<file path="config.mk">
export PLATFORM = sky130hd
export DESIGN_NAME = urng_taus_multi
export DESIGN_NICKNAME = d
export VERILOG_FILES = /design/src/rtl/urng_taus_multi.sv
export SDC_FILE = /design/constraint.sdc
export NUM_CORES = 1
export LEC_CHECK = 0
export ABC_AREA = 1
export ABC_CLOCK_PERIOD_IN_PS = 2200
export CAP_MARGIN = 40
export CORE_ASPECT_RATIO = 0.8
export CORE_MARGIN = 2
export CORE_UTILIZATION = 23
export DETAILED_ROUTE_END_ITERATION = 16
export PLACE_DENSITY = 0.47
export RECOVER_POWER = 50
export SETUP_SLACK_MARGIN = 0.15
export SLEW_MARGIN = 20
export SYNTH_ARGS = -nofsm -noshare
export SYNTH_HDL_FRONTEND = slang
export SYNTH_SLANG_ARGS = --single-unit
</file>
<file path="constraint.sdc">
create_clock -name clk -period 2.2 [get_ports clk]
set_clock_uncertainty 0.1 [all_clocks]
set_input_delay 0.44 -clock clk [delete_from_list [all_inputs] [get_ports clk]]
set_output_delay 0.44 -clock clk [all_outputs]
set_load 0.01 [all_outputs]
</file>
<file path="src/rtl/urng_taus_multi.sv">
// Multi-channel taus88 uniform random source: NCH independent generators stepped in lockstep,
// one NCH-wide sample per valid/ready transfer, with run-time seed load and a warm-up phase.
module urng_taus_multi #(
    parameter int NCH    = 4,
    parameter int OUT_W  = 32,
    parameter int WARMUP = 8,
    localparam int CH_W  = (NCH > 1) ? $clog2(NCH) : 1
) (
    input  logic                 clk,
    input  logic                 reset,
    input  logic                 enable,
    input  logic                 seed_valid,
    output logic                 seed_ready,
    input  logic [CH_W-1:0]      seed_ch,
    input  logic [95:0]          seed_data,
    output logic                 rnd_valid,
    input  logic                 rnd_ready,
    output logic [NCH*OUT_W-1:0] rnd_data,
    output logic                 busy,
    output logic [31:0]          sample_cnt
);

    // state  | meaning
    // IDLE   | seeds writable, generators frozen
    // WARMUP | all channels step, output discarded, counts down WARMUP steps
    // RUN    | one step per produced sample; drains the held sample when enable drops
    typedef enum logic [1:0] {ST_IDLE, ST_WARMUP, ST_RUN} state_t;

    state_t                   state_q, state_d;
    logic [7:0]               wcnt_q, wcnt_d;
    logic [NCH-1:0][31:0]     s1_q, s1_d, s2_q, s2_d, s3_q, s3_d;
    logic [NCH-1:0][31:0]     n1, n2, n3;
    logic                     rnd_valid_q, rnd_valid_d;
    logic [NCH*OUT_W-1:0]     rnd_data_q, rnd_data_d;
    logic [31:0]              sample_cnt_q, sample_cnt_d;
    logic                     step;

    // Raise a component into its legal range (taus88 needs s1>=2, s2>=8, s3>=16).
    function automatic logic [31:0] legalise(input logic [31:0] v, input logic [31:0] lim);
        return (v < lim) ? (v | lim) : v;
    endfunction

    always_comb begin
        for (int c = 0; c < NCH; c++) begin
            n1[c] = ((s1_q[c] & 32'hFFFF_FFFE) << 12) ^ (((s1_q[c] << 13) ^ s1_q[c]) >> 19);
            n2[c] = ((s2_q[c] & 32'hFFFF_FFF8) << 4)  ^ (((s2_q[c] << 2)  ^ s2_q[c]) >> 25);
            n3[c] = ((s3_q[c] & 32'hFFFF_FFF0) << 17) ^ (((s3_q[c] << 3)  ^ s3_q[c]) >> 11);
        end
    end

    always_comb begin
        state_d      = state_q;
        wcnt_d       = wcnt_q;
        s1_d         = s1_q;
        s2_d         = s2_q;
        s3_d         = s3_q;
        rnd_valid_d  = rnd_valid_q;
        rnd_data_d   = rnd_data_q;
        sample_cnt_d = sample_cnt_q + {31'd0, rnd_valid_q & rnd_ready};
        step         = 1'b0;

        case (state_q)
            ST_IDLE: begin
                if (seed_valid) begin
                    for (int c = 0; c < NCH; c++) begin
                        if (seed_ch == CH_W'(c)) begin
                            s1_d[c] = legalise(seed_data[31:0],  32'd2);
                            s2_d[c] = legalise(seed_data[63:32], 32'd8);
                            s3_d[c] = legalise(seed_data[95:64], 32'd16);
                        end
                    end
                end
                if (enable) begin
                    wcnt_d  = 8'(WARMUP);
                    state_d = (WARMUP == 0) ? ST_RUN : ST_WARMUP;
                end
            end
            ST_WARMUP: begin
                if (!enable) begin
                    state_d = ST_IDLE;
                end else begin
                    step   = 1'b1;
                    wcnt_d = wcnt_q - 8'd1;
                    if (wcnt_q == 8'd1) state_d = ST_RUN;
                end
            end
            ST_RUN: begin
                if (enable) begin
                    if (!rnd_valid_q || rnd_ready) begin
                        step        = 1'b1;
                        rnd_valid_d = 1'b1;
                        for (int c = 0; c < NCH; c++)
                            rnd_data_d[c*OUT_W +: OUT_W] =
                                n1[c][31 -: OUT_W] ^ n2[c][31 -: OUT_W] ^ n3[c][31 -: OUT_W];
                    end
                end else if (!rnd_valid_q || rnd_ready) begin
                    rnd_valid_d = 1'b0;
                    state_d     = ST_IDLE;
                end
            end
            default: state_d = ST_IDLE;
        endcase

        if (step) begin
            s1_d = n1;
            s2_d = n2;
            s3_d = n3;
        end
    end

    always_ff @(posedge clk) begin
        if (!reset) begin
            state_q      <= ST_IDLE;
            wcnt_q       <= 8'd0;
            rnd_valid_q  <= 1'b0;
            rnd_data_q   <= '0;
            sample_cnt_q <= 32'd0;
            for (int c = 0; c < NCH; c++) begin
                s1_q[c] <= 32'h0000_3039 + 32'(c);
                s2_q[c] <= 32'h0001_0932 + 32'(c);
                s3_q[c] <= 32'h00BC_614E + 32'(c);
            end
        end else begin
            state_q      <= state_d;
            wcnt_q       <= wcnt_d;
            rnd_valid_q  <= rnd_valid_d;
            rnd_data_q   <= rnd_data_d;
            sample_cnt_q <= sample_cnt_d;
            s1_q         <= s1_d;
            s2_q         <= s2_d;
            s3_q         <= s3_d;
        end
    end

    assign seed_ready = (state_q == ST_IDLE);
    assign busy       = (state_q != ST_IDLE);
    assign rnd_valid  = rnd_valid_q;
    assign rnd_data   = rnd_data_q;
    assign sample_cnt = sample_cnt_q;

endmodule

</file>
After elaboration in Yosys (flattened, before gate mapping)
Cells that the tools add are included. Widths: inputs -> output; s select.

Bitwise gates (word level): 33. Eq/ne operators: 11. Multiplexer cells: 40. Magnitude comparators: 3. Add/sub/neg operators: 2. Reduce and logical (&&, ||, !) cells: 20.

Operator list (number): $mux 128 (9); $xor 32x32->32 (20); $mux 32 (12); $xor 32x13->32 (4); $xor 32x21->32 (4); $xor 32x7->32 (4); $add 32x1->32 (1); $lt 32x2->1 const B (1); $lt 32x4->1 const B (1); $lt 32x5->1 const B (1); $reduce_and 3->1 (6); $mux 8 (2); $pmux 8 s2 (1); $reduce_bool 2->1 (8); $mux 2 (6); $eq 8x1->1 const B (1); $ne 2x2->1 const B (4); $sub 8x1->8 const B (1); $eq 2x2->1 const B (3); $mux 1 (6); $pmux 2 s3 (1); $mux 5 (1); $eq 2x1->1 const B (2); $logic_not 2->1 (2); 8 further kinds (8).

Output and inout bits: 163. Bits of input ports: 103. Flip-flop bits (word level): 555. Logic and storage cells: 126.

Depth between registers and ports, before layout
Gate-level depths: netlist of the first run.

Word-level depth: 7. Mapped depth: 14.

Worst setup path before layout of the first run
Ideal clock, no wire load.

Path type: input-to-reg. From: in rnd_ready. To: reg sample_cnt_q[20] (netlist: sample_cnt[20]). Library setup time: 0.128 ns. Cell stages on the path: 12. Slack: 0.116 ns. Arrival: 1.857 ns. Path buffers: 0. Path through: nand2_1 > inv_1 > ha_1 > ha_1 > nand2_1 > inv_1 > nand3_1 > nor2_1 > nand2_1 > nor2_1 > xnor2_1 > nor2_1.

Longest elaborated chain between the ends: 2.

Ends and longest elaborated chain: start, declared (RTL line 17) `input logic rnd_ready,`; $and 1x1->1 (RTL line 59) `sample_cnt_d = sample_cnt_q + {31'd0, rnd_valid_q & rnd_ready};`; $add 32x1->32 (RTL line 59); end signal, assigned (RTL line 128) `sample_cnt_q <= sample_cnt_d;`; end, declared (RTL line 35) `logic [31:0] sample_cnt_q, sample_cnt_d;`.

No other way between the ends. A chain may end at the register's enable or synchronous reset.

Worst setup path in the final report of the first run
From: reg state_q[0]. To: reg s3_q[77] (netlist name).

Longest elaborated chain between the ends: 4. Elaborated cells on any way between the ends: 9.

Ends and longest elaborated chain: start, declared (RTL line 29) `state_t state_q, state_d;`; start signal, assigned (RTL line 124) `state_q <= state_d;`; $eq 2x2->1 / $eq 2x1->1 (equally long branches) (RTL line 62) `case (state_q)`; $pmux 1 s2 (RTL line 62); $reduce_bool 2->1 (no source line); $reduce_and 3->1 (no source line); end signal, assigned by index (RTL line 121) `s3_q[c] <= 32'h00BC_614E + 32'(c);`; end, declared (RTL line 31) `logic [NCH-1:0][31:0] s1_q, s1_d, s2_q, s2_d, s3_q, s3_d;`.

Several ways; a longest one is shown, not always the timed one.

==> impl_metrics.tcl, run 1 <==
set metrics [dict create \
    status "complete, no violations" \
    antenna_found_initial 6 \
    synth_area_leader_cell "dfxtp_1" \
    avgSynthCellArea_um2 6.52 \
    slowest_stage "dfxtp_4" \
    p_sw_mw 8.99 \
    dr.first_iter.drc_count 3364 \
    cap_violations 0 \
    grt_max_degree 74 \
    ir_worst_vdd_mv 0.502 \
    synth.yosys.warnings 0 \
    synth-edff-count 0 \
    internal-power_mw 19.2 \
    grt_util_all_layers_pct 21.3 \
    yosys-top-cells-area "dfxtp_1 (38%), nand2_1 (20%), inv_1 (7.3%), xor2_1 (6.2%), nand3_1 (5.6%)" \
    seqPwrFrac_pct 37.6 \
    swShare_pct 31.9 \
    clock-root-buffer "clkbuf_16" \
    r2r_start "state_q[0]$_SDFFE_PN0P_" \
    synth_seq_cells 523 \
    first_pass_iters 6 \
    r2r_end "s3_q[77]$_SDFFE_PN1P_" \
    routed_wl_mm 138 \
    slew_headroom_pct 55.3 \
    std_cell_rows 113 \
    met1Wirelength_mm 58.2 \
    syn_nets 4340 \
    place.gp.congestion 0.930 \
    endpoint_kind "register" \
    finalPower_mw 28.2 \
    dr.max_layer_used "met5" \
    worst-endpoint-arrival_ns 2.54 \
    async_reset_ff_share_pct 0 \
    finalCritPeriodShare_pct 94.6 \
    setup_viol 0 \
    clock_latency_ns 0.66 \
    drive_above_1_share_pct 12.9 \
    hp-class "in2reg" \
    ys_types 37 \
    r2r_cells 12 \
    power_density_nw_per_um2 728 \
    min_from "reset" \
    routed_via_density 4.57 \
    power_frac_comb_pct 21.5 \
    dp_hpwl_mm 96.3 \
    max_stage_delay_ns 0.35 \
    crit_fanout 9 \
    netlist_instances 4230 \
    final_antenna_net_count 0 \
    leakage_nw 19.5 \
    pin_count 266 \
    wl_per_cell_um 21.9 \
    grt_first_pass_wirelength_mm 188 \
    die_w_um 391 \
    cts_tree "built" \
    synth_top_flop_cell "dfxtp_1" \
    wl_met2_mm 60.3 \
    rsz0062_at_grt "true" \
    worst_pin_slew_ns 0.669 \
    layout_setup_ws_ns 0.120 \
    register_area_um2 10500 \
    fin_hold_ws_ns 0.0667 \
    crit_top_cell "nand2_8" \
    clk_pin_slew_ns 0.06 \
    yosys.area.top_type_share_pct 38.0 \
    wl_met3_mm 13.1 \
    required_ns 2.66 \
    grt_pass1_vias 25900 \
    cp-start-kind "register" \
    clock_sinks 523 \
    cts_max_path_buffers 3 \
    core_um2 119000 \
    cts_buffers 66 \
    dieArea_um2 123000 \
    setup_tns_ns 0 \
    fmax_ghz 0.481 \
    clkPwrFrac_pct 40.9 \
    layout.nets 4741 \
    netlist_area_um2 27600 \
    initial_utilization_pct 23.2 \
    fillers 12800 \
    layout_min_cycle_time_ns 2.08 \
    holdPathStages 3 \
    grt_overflow 0 \
    ys_seq_area_share_pct 38.0 \
    h-tree-depth 3 \
    min_to "wcnt_q[7]$_SDFFE_PN0P_" \
    worstPathCellList "buf_6, ha_4, nand2_4, nand2_8, nand2_8, inv_8, buf_4, clkbuf_16, nor2_1, buf_12, nand2_1, o2111ai_1" \
    ys_top_cells_by_count "nand2_1 (1473), inv_1 (538), dfxtp_1 (523)" \
    drc 0 \
    drv_slew 0 \
    r2r_setup_slack_ns 0.12 \
    yosysMostFrequentCell "nand2_1" \
    numPortBuffers 257 \
    area_growth_pct 40.5 \
    multi_input_area_um2 14900 \
    die_h_um 314 \
    dp_slack_ns -0.690 \
    crit_type "reg2reg" \
    hold_viol 0 \
    vias 28700 \
]
==> cells by family (layout without fill, tap and decap cells) <==
logic type / Yosys count / after routing / synth area share [%]
DFF: 523 / 523 / 38.0
adders and majority gates: 7 / 7 / 0.317
and+or+nand+nor: 2270 / 2270 / 33.5
other: 0 / 2 / 0
xor gates and xnor gates: 360 / 360 / 11.4
buffers and inverters: 780 / 1230 / 11.0
AOI/OAI and AO/OA: 290 / 290 / 5.76
==> per-layer routing <==
metal / vias to the layer above / track usage, %
met5: - / 0
met4: 2 / 8.64
met3: 261 / 4.51
met2: 1328 / 32.8
met1: 13400 / 28.8
li1: 13800 / -
==> critical path: cells and delay by family (launching register included) <==
| family | cells | cell delay [ns] |
|---|---|---|
| AO/OA/AOI/OAI | 1 | 0.08 |
| AND/OR/NAND/NOR | 5 | 0.57 |
| buffers and inverters | 5 | 0.71 |
| flip-flops | 1 | 0.35 |
| adder cells (fa/ha/maj) | 1 | 0.16 |
==> power groups by stage <==
stage	combinational [mW]	sequential, mW	clock (mW)
3_3_place_gp	5.33	10.8	0
4_1_cts	5.57	10.6	11.8
6_report	6.06	10.6	11.5
3_5_place_dp	5.35	10.8	0
2_1_floorplan	2.73	10.6	0
5_1_grt	6.42	10.7	12.1
==> state kept, by name (all words and copies together) (netlist names) <==
register and cells:
s1_q 124, state_q 2, sample_cnt 32, rnd_valid 1
s3_q 112, wcnt_q 8, rnd_data 128, s2_q 116
==> how the worst max path moves through the flow <==
stage                       startpoint                        end
3_5_place_dp                 rnd_ready      s1_q[60]$_SDFFE_PN0P_
5_1_grt         rnd_valid$_SDFFE_PN0P_  sample_cnt[17]$_SDFF_PN0_
6_report       state_q[0]$_SDFFE_PN0P_      s3_q[77]$_SDFFE_PN1P_
3_3_place_gp                 rnd_ready     s1_q[119]$_SDFFE_PN0P_
2_1_floorplan  state_q[0]$_SDFFE_PN0P_     s1_q[110]$_SDFFE_PN0P_
4_1_cts        state_q[0]$_SDFFE_PN0P_                       busy
==> stage by stage <==
step / utilization, % / std cells / instance area, um^2
final: 32.6 / 6292 / 38800
after global routing: 32.6 / 6290 / 38800
after detailed placement: 28.8 / 6101 / 34300
after global placement: 28.8 / 6101 / 34300
after floorplan: - / 4230 / 27600
after CTS: 31.2 / 6241 / 37100
==> what timing repair did <==
item / in CTS / in global routing
buffers inserted: 11 / 9
gates resized for setup: 303 / 192
cloned: 12 / 41
hold buffers: 0 / 0
endpoints found under the setup margin: 520 / 301
pin swaps: 7 / 35
==> area by class of cell <==
type / instances / share of cell area (%)
multi-input cells: 2927 / 38.5
flip-flops and latches: 523 / 27.0
repair buffers: 562 / 17.8
inverters: 547 / 5.56
well taps: 1610 / 5.20
clock buffers: 97 / 5.08
clock inverters: 20 / 0.720
repair inverters: 4 / 0.103
diodes: 2 / 0.0129
==> layout by cell type, fill, tap and decap left out, types with 5 or more instances in the layout <==
master and count:
clkdlybuf4s50_1 93, nand2_8 6, clkinv_2 8, xnor2_1 165, nor2_4 26, clkbuf_4 6
clkinv_8 5, buf_6 21, clkbuf_16 100, o21ai_0 150, a21oi_1 95, nand3_2 31
nand2_1 1426, buf_12 106, xor2_1 195, nand3_1 279, clkbuf_8 16, dlygate4sd2_1 161
nand2_4 26, and2_1 11, nand4_1 66, nand3b_1 5, inv_1 532, buf_16 15
clkbuf_1 21, or2_2 26, nor2_1 293, o2111ai_1 26, dfxtp_1 520, nor2_2 30
inv_6 5, buf_4 113, bufinv_16 5, or2_4 7, nor3_1 14, nand2_2 19
No activity file was read; power rests on OpenSTA's default activity.
==> run 2, diff against run 1 <==
Settings changed: CTS_CLUSTER_DIAMETER set to 200, SKIP_LAST_GASP set to 1.
==> results of run 2 <==
The final DEF is identical to that of run 1; final timing and power are the same.
